$ cat src/rtl/sejf_dial_decoder_if.sv
// Button/step signal bundle for the safe dial decoder.
//   leftButton, rightButton : raw push-buttons (1 = pressed), driven by the board side
//   cnten : one-cycle step pulse
//   up    : step direction, 1 = right/up, 0 = left/down
//   dirch : direction changed on this step
//   busy  : a debounced button is pressed
// master = board/counter side, slave = decoder.
interface sejf_dial_decoder_if;
  logic leftButton;
  logic rightButton;
  logic cnten;
  logic up;
  logic dirch;
  logic busy;

  modport master (
    output leftButton, rightButton,
    input  cnten, up, dirch, busy
  );

  modport slave (
    input  leftButton, rightButton,
    output cnten, up, dirch, busy
  );
endinterface

$ cat src/rtl/sejf_dial_decoder.sv
// Safe dial button decoder: synchronises and debounces two raw buttons,
// turns presses into registered step events with hold-to-auto-repeat and
// rejects a simultaneous press of both buttons.
// Ports:
//   clk  : system clock, rising edge
//   rst  : asynchronous active-high reset
//   dial : sejf_dial_decoder_if.slave (leftButton, rightButton in;
//          cnten, up, dirch, busy out)
module sejf_dial_decoder #(
  parameter int unsigned DEBOUNCE_CYCLES = 16,
  parameter int unsigned REPEAT_DELAY    = 5000000,
  parameter int unsigned REPEAT_PERIOD   = 1000000
) (
  input logic                clk,
  input logic                rst,
  sejf_dial_decoder_if.slave dial
);

  localparam int unsigned RMAX = (REPEAT_DELAY > REPEAT_PERIOD) ? REPEAT_DELAY : REPEAT_PERIOD;
  localparam int unsigned RW   = $clog2(RMAX + 1);
  localparam int unsigned DW   = $clog2(DEBOUNCE_CYCLES + 1);

  typedef enum logic [1:0] {
    IDLE,
    HOLD_L,
    HOLD_R,
    BLOCKED
  } state_t;

  // bit 0 = left, bit 1 = right throughout
  logic [1:0]    raw;
  logic [1:0]    sync1;
  logic [1:0]    sync2;
  logic [1:0]    deb;
  logic [DW-1:0] dcnt [2];
  logic          dl;
  logic          dr;

  state_t        state;
  state_t        state_nx;
  logic [RW-1:0] rcnt;
  logic [RW-1:0] rcnt_nx;
  logic          rep;
  logic          rep_nx;
  logic          step;
  logic          step_right;
  logic          step_rep;

  logic          cnten_q;
  logic          up_q;
  logic          dirch_q;
  logic          busy_q;
  logic          last_right;

  assign raw = {dial.rightButton, dial.leftButton};
  assign dl  = deb[0];
  assign dr  = deb[1];

  // Two-stage synchroniser followed by a per-button stability counter.
  // The counter runs while the synced level disagrees with the accepted
  // level; once it has reached DEBOUNCE_CYCLES and the disagreement is
  // still present, the accepted level flips.
  always_ff @(posedge clk or posedge rst) begin
    if (rst) begin
      sync1 <= '0;
      sync2 <= '0;
      deb   <= '0;
      for (int unsigned i = 0; i < 2; i++) begin
        dcnt[i] <= '0;
      end
    end else begin
      sync1 <= raw;
      sync2 <= sync1;
      for (int unsigned i = 0; i < 2; i++) begin
        if (sync2[i] == deb[i]) begin
          dcnt[i] <= '0;
        end else if (dcnt[i] == DW'(DEBOUNCE_CYCLES)) begin
          deb[i]  <= ~deb[i];
          dcnt[i] <= '0;
        end else begin
          dcnt[i] <= dcnt[i] + DW'(1);
        end
      end
    end
  end

  always_ff @(posedge clk or posedge rst) begin
    if (rst) begin
      state <= IDLE;
      rcnt  <= '0;
      rep   <= 1'b0;
    end else begin
      state <= state_nx;
      rcnt  <= rcnt_nx;
      rep   <= rep_nx;
    end
  end

  // The repeat counter is 0 in the cycle the first step is decided and
  // counts hold cycles from there; it reloads to 1 on every repeat step so
  // that the compare target alone selects delay (first) or period (later).
  always_comb begin
    state_nx   = state;
    rcnt_nx    = '0;
    rep_nx     = 1'b0;
    step       = 1'b0;
    step_right = 1'b0;
    step_rep   = 1'b0;
    unique case (state)
      IDLE: begin
        if (dl && dr) begin
          state_nx = BLOCKED;
        end else if (dl) begin
          step     = 1'b1;
          state_nx = HOLD_L;
          rcnt_nx  = RW'(1);
        end else if (dr) begin
          step       = 1'b1;
          step_right = 1'b1;
          state_nx   = HOLD_R;
          rcnt_nx    = RW'(1);
        end
      end
      HOLD_L, HOLD_R: begin
        step_right = (state == HOLD_R);
        if (!((state == HOLD_L) ? dl : dr)) begin
          state_nx = IDLE;
        end else if (REPEAT_DELAY == 0) begin
          rcnt_nx = '0;
        end else if (rcnt == (rep ? RW'(REPEAT_PERIOD) : RW'(REPEAT_DELAY))) begin
          step     = 1'b1;
          step_rep = 1'b1;
          rcnt_nx  = RW'(1);
          rep_nx   = 1'b1;
        end else begin
          rcnt_nx = rcnt + RW'(1);
          rep_nx  = rep;
        end
      end
      BLOCKED: begin
        if (!dl && !dr) begin
          state_nx = IDLE;
        end
      end
      default: state_nx = IDLE;
    endcase
  end

  // last_right starts at left so the first right step flags a change while
  // the first left step does not, even though up resets to 1.
  always_ff @(posedge clk or posedge rst) begin
    if (rst) begin
      cnten_q    <= 1'b0;
      up_q       <= 1'b1;
      dirch_q    <= 1'b0;
      busy_q     <= 1'b0;
      last_right <= 1'b0;
    end else begin
      cnten_q <= step;
      busy_q  <= dl | dr;
      dirch_q <= 1'b0;
      if (step) begin
        up_q       <= step_right;
        dirch_q    <= !step_rep && (step_right != last_right);
        last_right <= step_right;
      end
    end
  end

  assign dial.cnten = cnten_q;
  assign dial.up    = up_q;
  assign dial.dirch = dirch_q;
  assign dial.busy  = busy_q;

endmodule

$ cat src/flat_wrapper.sv
// flat-port wrapper written by rule: the top's interface ports become plain ports
module sejf_dial_decoder_flat 
#(
  parameter int unsigned DEBOUNCE_CYCLES = 16,
  parameter int unsigned REPEAT_DELAY    = 5000000,
  parameter int unsigned REPEAT_PERIOD   = 1000000
)
  (clk, rst, dial_leftButton, dial_rightButton, dial_cnten, dial_up, dial_dirch, dial_busy);
  sejf_dial_decoder_if dial_i ();
  input logic clk;
  input logic rst;
  input wire logic [$bits(dial_i.leftButton)-1:0] dial_leftButton;
  input wire logic [$bits(dial_i.rightButton)-1:0] dial_rightButton;
  output wire logic [$bits(dial_i.cnten)-1:0] dial_cnten;
  output wire logic [$bits(dial_i.up)-1:0] dial_up;
  output wire logic [$bits(dial_i.dirch)-1:0] dial_dirch;
  output wire logic [$bits(dial_i.busy)-1:0] dial_busy;
  assign dial_i.leftButton = dial_leftButton;
  assign dial_i.rightButton = dial_rightButton;
  assign dial_cnten = dial_i.cnten;
  assign dial_up = dial_i.up;
  assign dial_dirch = dial_i.dirch;
  assign dial_busy = dial_i.busy;
  sejf_dial_decoder #(.DEBOUNCE_CYCLES(DEBOUNCE_CYCLES), .REPEAT_DELAY(REPEAT_DELAY), .REPEAT_PERIOD(REPEAT_PERIOD)) u_core (.clk(clk), .rst(rst), .dial(dial_i));
endmodule
$ cat config.mk
export PLATFORM = sky130hd
export DESIGN_NAME = sejf_dial_decoder_flat
export DESIGN_NICKNAME = d
export VERILOG_FILES = /design/src/rtl/sejf_dial_decoder_if.sv /design/src/rtl/sejf_dial_decoder.sv /design/src/flat_wrapper.sv
export SDC_FILE = /design/constraint.sdc
export NUM_CORES = 1
export LEC_CHECK = 0
export BUFFER_PORTS_ARGS = -buffer_cell sky130_fd_sc_hd__buf_2
export CAP_MARGIN = 20
export CORE_MARGIN = 1
export CORE_UTILIZATION = 29
export DETAILED_ROUTE_END_ITERATION = 12
export SLEW_MARGIN = 20
export SYNTH_ARGS = -nofsm -noshare
export SYNTH_HDL_FRONTEND = slang
export SYNTH_SLANG_ARGS = --single-unit
export TNS_END_PERCENT = 20
$ cat constraint.sdc
create_clock -name clk -period 5.15 [get_ports clk]
set_input_delay 0.515 -clock clk [delete_from_list [all_inputs] [get_ports clk]]
set_output_delay 0.515 -clock clk [all_outputs]
set_load 0.05 [all_outputs]
# After elaboration in Yosys (flattened, before gate mapping)
# Cells that the tools add are included.
dict set report totals {
  mem_bits_ro 0
  latch_bits 0
  mem_count 0
  output_inout_bits 4
  word_cells 78
  in_bits 4
  ramBits 0
  ff_bits 47
}
dict set report op_classes {
  reduce_logical 11
  mul 0
  n_bitwise 5
  shifts 0
  eq_ne 13
  n_mux 32
  n_lt_le_gt_ge 0
  add_sub_neg 3
  n_div 0
}
# op count
set op_table {}
lappend op_table {{two-way mux 23 bit} 5}
lappend op_table {{one-hot mux 23 bit (2 select lines)} 1}
lappend op_table {{adder 23 x 1 -> 23 bit (second input constant)} 1}
lappend op_table {{== test 23 bit} 1}
lappend op_table {{two-way mux 5 bit} 4}
lappend op_table {{two-way mux 1 bit} 14}
lappend op_table {{adder 5 x 1 -> 5 bit (second input constant)} 2}
lappend op_table {{== test 5 bit (second input constant)} 2}
lappend op_table {{two-way mux 2 bit} 5}
lappend op_table {{one-hot mux 2 bit (3 select lines)} 1}
lappend op_table {{== test 2 bit (second input constant)} 2}
lappend op_table {{!= test 4 x 1 -> 1 bit (second input constant)} 1}
lappend op_table {{inverter 1 bit} 4}
lappend op_table {{one-hot mux 1 bit (2 select lines)} 2}
lappend op_table {{AND reduction 2 bit} 2}
lappend op_table {{logical AND 1 bit} 3}
lappend op_table {{logical NOT 1 bit} 3}
lappend op_table {{!= test 3 bit (second input constant)} 1}
lappend op_table {{AND reduction 3 bit} 1}
lappend op_table {{== test 1 bit} 2}
lappend op_table {{== test 2 x 1 -> 1 bit (second input constant)} 1}
lappend op_table {{logical NOT 2 bit} 1}
lappend op_table {{!= test 2 x 1 -> 1 bit (second input constant)} 1}
lappend op_table {{!= test 2 bit (second input constant)} 1}
lappend op_table {{3 further kinds} 3}

# Depth between registers and ports, before layout
# Gate-level depths: netlist (run 1).
dict set report logic_depth {
  depth_word 8
  mapped_depth 7
  depth_no_buf 7
}

# Least setup slack after synthesis (run 1)
# OpenSTA, ideal clock, no wires.
dict set report synth_timing {
  kind {register -> register}
  start {register u_core.rcnt[16]}
  end {register u_core.last_right}
  t_arrival_ps 1774
  synth_period_minus_slack_ps 1899
  path_slack_ps 3251
  path_buffers 0
  setup_time_ps 125
  required_ps 5025
  stages_incl_launch_ff 6
  cell_sequence {dfrtp_1 or4b_4 a21oi_2 o2111ai_2 a21oi_4 mux2_4}
}
dict set report synth_between {
  elab_chain_len 4
}
# element line_no
set synth_lines {}
lappend synth_lines {{start, declared} sejf_dial_decoder.sv:41} ;# logic [RW-1:0] rcnt;
lappend synth_lines {{start signal, assigned} sejf_dial_decoder.sv:94} ;# rcnt <= rcnt_nx;
lappend synth_lines {{== test 23 bit} sejf_dial_decoder.sv:130} ;# end else if (rcnt == (rep ? RW'(REPEAT_PERIOD) : RW'(REPEAT_DELAY))) begin
lappend synth_lines {{two-way mux 1 bit} sejf_dial_decoder.sv:130}
lappend synth_lines {{two-way mux 1 bit} sejf_dial_decoder.sv:126} ;# if (!((state == HOLD_L) ? dl : dr)) begin
lappend synth_lines {{one-hot mux 1 bit (2 select lines)} sejf_dial_decoder.sv:109} ;# unique case (state)
lappend synth_lines {{named net u_core.step} sejf_dial_decoder.sv:45} ;# logic step;
lappend synth_lines {{end signal, assigned} sejf_dial_decoder.sv:165} ;# last_right <= step_right;
lappend synth_lines {{end, declared} sejf_dial_decoder.sv:53} ;# logic last_right;
# The timed path passes the listed nets, and every way through them passes these cells.
# A chain may end at the register's enable or synchronous reset.

# Final worst setup path (run 1)
dict set report layout_timing {
  start {register u_core.rcnt[16]}
  end {register u_core.rcnt[16]}
}
dict set report layout_between {
  elab_chain_len 4
  word_cells_on_any_way 5
  classes_between {add/sub: 1; eq/ne: 1; mux: 3}
}
# element line_no
set layout_lines {}
lappend layout_lines {{adder 23 x 1 -> 23 bit / == test 23 bit (equally long branches)} {sejf_dial_decoder.sv:136, sejf_dial_decoder.sv:130}}
lappend layout_lines {{two-way mux 23 bit (*)} sejf_dial_decoder.sv:130}
lappend layout_lines {{two-way mux 23 bit (*)} sejf_dial_decoder.sv:126}
lappend layout_lines {{one-hot mux 23 bit (2 select lines) (*)} sejf_dial_decoder.sv:109}
lappend layout_lines {{named net u_core.rcnt_nx[16]} sejf_dial_decoder.sv:42} ;# logic [RW-1:0] rcnt_nx;
# Mark *: on every way through the listed nets, which the timed path passes. The rest lies on a longest branch.

==> run_results.csv, run 1 <==
group,metric,value,unit
status,status,"finished clean",
power_and_ir_drop,ir_drop,0.000127,V
layout,final_nets,251,
layout,seq_area,1180,um^2
sta,worst_slack,2.84,ns
critical_path,crit_arrival,2.45,ns
layout,diodes,0,
routing,firstDrtPassIters,4,
routing,via_per_inst,4.59,
min_path,hold_start,"dial_rightButton",
floorplanning,die_x,92.6,um
floorplanning,die_area,8580,um^2
min_path,hold_depth,1,
placed_design,finalWeightedCongestion,0.727,
global_routing,grt_max_degree,48,
logic_synthesis,synthCells,224,
logic_synthesis,yosysSeqAreaShare,0.494,
routing,routed_wl,4060,um
sta,rsz0062_at_grt,"false",
layout,drive_above_1_share,0.115,
critical_path,endpoint_kind,"flip-flop",
floorplanning,core_area,7850,um^2
sta,relSlewSlack,0.439,
clocking,clk_latency,0.30,ns
sta,whs,0.316,ns
sta,tns,0,ns
clocking,cts-htree-levels,2,
logic_synthesis,synthArstFlopShare,1.00,
routing,ant_nets,0,
routing,drt_iter0_markers,73,
logic_synthesis,synth.most_common_cell,"dfrtp_1",
logic_synthesis,synth_top_area_share,0.483,
power_and_ir_drop,p_per_area,253,nW/um^2
placed_design,port_buffers,7,
clocking,cts_resized,0,
logic_synthesis,yosys.area.top_type,"dfrtp_1",
critical_path,crit_required,5.29,ns
global_routing,grt_pass1_vias,1573,
routing,detail_route.wl_per_cell,12.0,um
sta,setup_violations,0,
critical_path,crit_path_start_kind,"flip-flop",
sta,layout_min_cycle_time,2.31,ns
logic_synthesis,synth_flop_cell,"dfrtp_1",
layout,fillers,831,
clocking,cts_sinks,47,
clocking,cts_buffers,5,
routing,drc_errors,0,
placed_design,place_ws,2.82,ns
logic_synthesis,syn_nets,241,
sta,worst-slew-pin-transition,0.839,ns
sta,slew_violations,0,
clocking,cts_buffer_depth,2,
layout,area_delta_synth_final,9.24,%
clocking,clockRootBuffer,"clkbuf_8",
power_and_ir_drop,p_leak,1.05,nW
layout,final_core_util,0.332,
logic_synthesis,synth_seq_cells,47,
sta,fin_skew,0.00996,ns
sta,min_period_over_period,0.448,
sta,fmax,0.434,GHz
min_path,holdPathEnd,"u_core.sync1[1]$_DFF_PP0_",
critical_path,r2r_cells,5,
critical_path,cp_max_fo,21,
floorplanning,die_h,92.6,um
logic_synthesis,synth_area_leaders,"dfrtp_1 48%, xnor2_1 8.1%, ha_1 6.8%",
global_routing,grt_pass1_wl,7250,um
layout,design_area,2600,um^2
floorplanning,io_pins,8,
floorplanning,initial_utilization,0.304,
layout,multiInputGateArea,1110,um^2
global_routing,gr-total-overflow,0,
global_routing,gr-usage-all-layers,0.106,
global_routing,antenna_found_initial,0,
min_path,hold_path_class,"input port to flip-flop",
placed_design,placedInstanceArea,2520,um^2
clocking,tritoncts,"yes",
logic_synthesis,synth_cell_types,45,
clocking,cts-hold-fix-buffers,0,
placed_design,hpwl,2840,um
critical_path,r2r_end,"u_core.rcnt[16]$_DFF_PP0_",
clocking,clkTransAtPathRegs,0.09,ns
logic_synthesis,synth.avg_cell_area,10.6,um^2
critical_path,reg2reg_from,"u_core.rcnt[16]$_DFF_PP0_",
critical_path,r2r_setup_slack,2.84,ns
logic_synthesis,synth_edf_count,0,
clocking,post_cts_buffers,0,
routing,via_count,1546,
sta,finalHoldViolCount,0,
logic_synthesis,synth_area,2380,um^2
critical_path,crit_type,"flip-flop to flip-flop",
flow_run,maxCapViolations,0,
logic_synthesis,ys_top_cells_by_count,"46 x dfrtp_1, 35 x nor2_1, 22 x xnor2_1, 20 x inv_1, 13 x ha_1",
logic_synthesis,ys_warn_count,0,
floorplanning,fp-row-count,32,
-- critical path: stages (launching register included) --
cell,delay (ns)
dfrtp_1,0.43
or4b_4,0.54
a21oi_2,0.18
o2111ai_1,0.21
nand3b_1,0.65
nor2_1,0.13
-- state kept, by name, indices dropped and copies added (netlist names) --
| register | cells |
|---|---|
| u_core.sync2 | 2 |
| u_core.deb | 2 |
| u_core.dial.cnten | 1 |
| u_core.dial.dirch | 1 |
| u_core.sync1 | 2 |
| u_core.dial.busy | 1 |
| u_core.dial.up | 1 |
| u_core.state | 2 |
| u_core.rep | 1 |
| u_core.last_right | 1 |
| u_core.rcnt | 23 |
| u_core.dcnt | 10 |
-- worst max path at each step --
stage                                               end  cells after the start  slack (ns)                      start
after floorplan           u_core.last_right$_DFFE_PP0P_                      5        3.25  u_core.rcnt[16]$_DFF_PP0_
after global placement        u_core.rcnt[15]$_DFF_PP0_                      5        2.93  u_core.rcnt[16]$_DFF_PP0_
after detailed placement      u_core.rcnt[16]$_DFF_PP0_                      5        2.82  u_core.rcnt[16]$_DFF_PP0_
after CTS                     u_core.rcnt[16]$_DFF_PP0_                      5        2.80  u_core.rcnt[16]$_DFF_PP0_
after global routing          u_core.rcnt[16]$_DFF_PP0_                      5        2.62     u_core.rep$_DFFE_PP0P_
final                         u_core.rcnt[16]$_DFF_PP0_                      5        2.84  u_core.rcnt[16]$_DFF_PP0_
-- where the power goes --
part	switching, mW	internal [mW]	leakage [nW]
combinational	0.0372	0.0214	0.375
sequential	0.00670	0.379	0.637
clock	0.119	0.0967	0.0395
total	0.163	0.497	1.05
-- cell families after synthesis --
| group | after synthesis | share of synthesized area |
|---|---|---|
| flops | 47 | 0.494 |
| simple gates | 91 | 0.210 |
| compound gates | 14 | 0.0494 |
| mux | 5 | 0.0263 |
| fa+ha+maj | 13 | 0.0683 |
| buf+inv | 24 | 0.0415 |
| xor+xnor | 30 | 0.110 |
-- per-stage QoR --
stage          power (mW)  instances
4_1_cts             0.670        337
3_3_place_gp        0.450        329
5_1_grt             0.688        337
3_5_place_dp        0.452        329
2_1_floorplan       0.437        224
6_report            0.659        337
-- cell usage in the layout, fill, tap and decap left out, types with 2 or more instances in the layout --
cell | Yosys | final
nor2b_1 | 2 | 2
buf_2 | 1 | 7
mux2_4 | 2 | 2
o21ai_0 | 3 | 3
clkbuf_1 | 1 | 3
nor3_1 | 8 | 8
xnor2_1 | 22 | 22
and3_1 | 3 | 3
xor2_1 | 8 | 8
nor4b_1 | 4 | 4
dfrtp_1 | 46 | 46
nand3_1 | 10 | 10
and2_1 | 4 | 4
clkbuf_8 | 0 | 5
nor4_2 | 2 | 2
inv_1 | 20 | 19
nand3b_1 | 2 | 2
nor2_1 | 35 | 35
mux2_2 | 2 | 2
nand2_1 | 7 | 7
ha_1 | 13 | 13
nand4_1 | 4 | 4
-- layer usage --
layer / track usage / part of all wire
met5: 0 / 0
met4: 0.0269 / 0.0047
met1: 0.138 / 0.50
met2: 0.174 / 0.48
met3: 0.0287 / 0.022
-- area by class of cell --
class / instances / area share
clock buffer: 8 / 0.0308
timing repair buffer: 7 / 0.0135
tap: 102 / 0.0490
sequential: 47 / 0.452
inverter: 20 / 0.0293
multi-input combinational: 153 / 0.425
Note: power is estimated with default switching activity, not from simulation.
==> run 2, diff against run 1 <==
- clock period: 5.15 -> 2.4 ns (I/O delays scaled with it)
==> run 2 against run 1 <==
Hold slack got worse by 0.27 ns. Die area unchanged. Utilization is 0.54 points higher. Clock skew shrank 0.0041 ns. Fmax rose by 16%. Non-clock buffer count rose by 4. First-iteration DRC count decreased by 34%. Global-route usage is 0.19 points lower. Combinational power increased by 120%. Setup slack got worse by 2.4 ns. Final area increased by 1.6%. Critical endpoint is now u_core.last_right$_DFFE_PP0P_. Largest cell class unchanged.
==> run_results.csv, run 2 (same netlist as run 1, synthesis figures left out) <==
group,metric,value,unit
sta,rsz0062_at_grt,"false",
clocking,tritoncts,"yes",
placed_design,port_buffers,7,
floorplanning,initial_utilization,0.304,
sta,relSlewSlack,0.700,
global_routing,gr-total-overflow,0,
clocking,clk_latency,0.29,ns
sta,fmax,0.504,GHz
sta,worst-slew-pin-transition,0.443,ns
floorplanning,core_area,7850,um^2
sta,fin_skew,0.00588,ns
power_and_ir_drop,switching_share,0.242,
clocking,cts_buffers,5,
power_and_ir_drop,combPwrFrac,0.088,
routing,detail_route.wl_per_cell,11.5,um
power_and_ir_drop,p_seq_frac,0.573,
routing,via_count,1531,
floorplanning,die_area,8580,um^2
sta,setup_violations,0,
routing,via_per_inst,4.49,
power_and_ir_drop,power.switching,0.349,mW
critical_path,crit_path_start_kind,"flip-flop",
clocking,cts_sinks,47,
clocking,cts-hold-fix-buffers,1,
routing,firstDrtPassIters,4,
layout,diodes,0,
routing,routed_wl,3920,um
floorplanning,fp-row-count,32,
power_and_ir_drop,p_int,1.09,mW
clocking,cts_buffer_depth,2,
sta,finalHoldViolCount,0,
flow_run,maxCapViolations,0,
layout,regMostFlops,"u_core.rcnt",
floorplanning,io_pins,8,
global_routing,antenna_found_initial,0,
critical_path,crit_required,2.58,ns
layout,largestRegisters,"u_core.rcnt (23), u_core.dcnt (10)",
global_routing,gr-usage-all-layers,0.104,
placed_design,hpwl,2850,um
routing,drc_errors,0,
layout,final_common_cell,"dfrtp_1",
power_and_ir_drop,p_per_area,545,nW/um^2
routing,ant_nets,0,
min_path,hold_path_class,"input port to flip-flop",
layout,fillers,826,
power_and_ir_drop,pwr-share-clk,0.339,
clocking,clkTransAtPathRegs,0.08,ns
floorplanning,die_h,92.6,um
clocking,cts_resized,0,
placed_design,finalWeightedCongestion,0.763,
critical_path,endpoint_kind,"flip-flop",
critical_path,crit_arrival,2.16,ns
layout,final_core_util,0.337,
layout,area_delta_synth_final,11.0,%
status,status,"finished clean",
global_routing,grt_pass1_wl,7290,um
layout,final_cell_mix,"46 x dfrtp_1, 35 x nor2_1, 22 x xnor2_1",
power_and_ir_drop,p_leak,1.08,nW
sta,tns,0,ns
layout,final_nets,255,
routing,drt_iter0_markers,48,
sta,layout_min_cycle_time,1.98,ns
layout,drive_above_1_share,0.134,
critical_path,crit_type,"flip-flop to flip-flop",
clocking,post_cts_buffers,0,
clocking,clockRootBuffer,"clkbuf_8",
floorplanning,die_x,92.6,um
sta,slew_violations,0,
critical_path,cp_max_fo,5,
power_and_ir_drop,ir_drop,0.000407,V
layout,largest_reg_flops,23,
global_routing,grt_pass1_vias,1597,
global_routing,grt_max_degree,22,
clocking,cts-htree-levels,2,
sta,min_period_over_period,0.826,
-- run 2: critical path: stages, from the launching register on --
cell and delay (ns):
dfrtp_1 0.43, or4b_4 0.54, a21oi_2 0.18, o2111ai_2 0.19, a21oi_4 0.22, mux2_4 0.31
-- run 2: routing by layer --
metal | vias up | global-route usage | share of wire
li1 | 777 | - | -
met1 | 737 | 0.142 | 0.51
met2 | 14 | 0.171 | 0.46
met3 | 3 | 0.0246 | 0.025
met4 | 0 | 0.0179 | 0.0048
met5 | - | 0 | 0
-- run 2: path summary, 6_finish.rpt --
kind | start | endpoint | slack, ns | cells after the start
worst max-delay path | u_core.rcnt[16]$_DFF_PP0_ | u_core.last_right$_DFFE_PP0P_ | 0.42 | 5
worst min-delay path | dial_leftButton | u_core.sync1[0]$_DFF_PP0_ | 0.05 | 1
worst max register to register | u_core.rcnt[16]$_DFF_PP0_ | u_core.last_right$_DFFE_PP0P_ | 0.42 | 5
worst min register to register | u_core.sync1[0]$_DFF_PP0_ | u_core.sync2[0]$_DFF_PP0_ | 0.36 | 0
max in group asynchronous | rst | u_core.dial.up$_DFFE_PP1P_ | 1.34 | 4
min in group asynchronous | rst | u_core.rcnt[2]$_DFF_PP0_ | 0.44 | 3
-- run 2: area by class of cell --
type | count | area (um^2) | share of cell area
Multi-Input combinational cell | 153 | 1110 | 0.418
Inverter | 20 | 75.1 | 0.0284
Clock buffer | 7 | 86.3 | 0.0326
Sequential cell | 47 | 1180 | 0.445
Timing Repair Buffer | 11 | 67.6 | 0.0255
Tap cell | 102 | 128 | 0.0482
Clock inverter | 1 | 5.00 | 0.00189
-- run 2: stage by stage --
stage               power [mW]  hold WS, ns  std cells  setup slack, ns  area, um^2
floorplan                0.938        0.271        224            0.501        2380
global placement         0.970        0.213        332            0.448        2540
detailed placement       0.970        0.220        332            0.424        2540
CTS                       1.47       0.0353        341            0.412        2650
global route              1.52       0.0275        341            0.299        2650
finish                    1.44       0.0469        341            0.417        2650
-- run 2: power groups by stage --
stage          clock, mW  sequential (mW)  combinational, mW
2_1_floorplan          0            0.840             0.0984
3_3_place_gp           0            0.841              0.129
3_5_place_dp           0            0.843              0.127
4_1_cts            0.509            0.827              0.130
5_1_grt            0.537            0.830              0.154
6_report           0.489            0.826              0.127
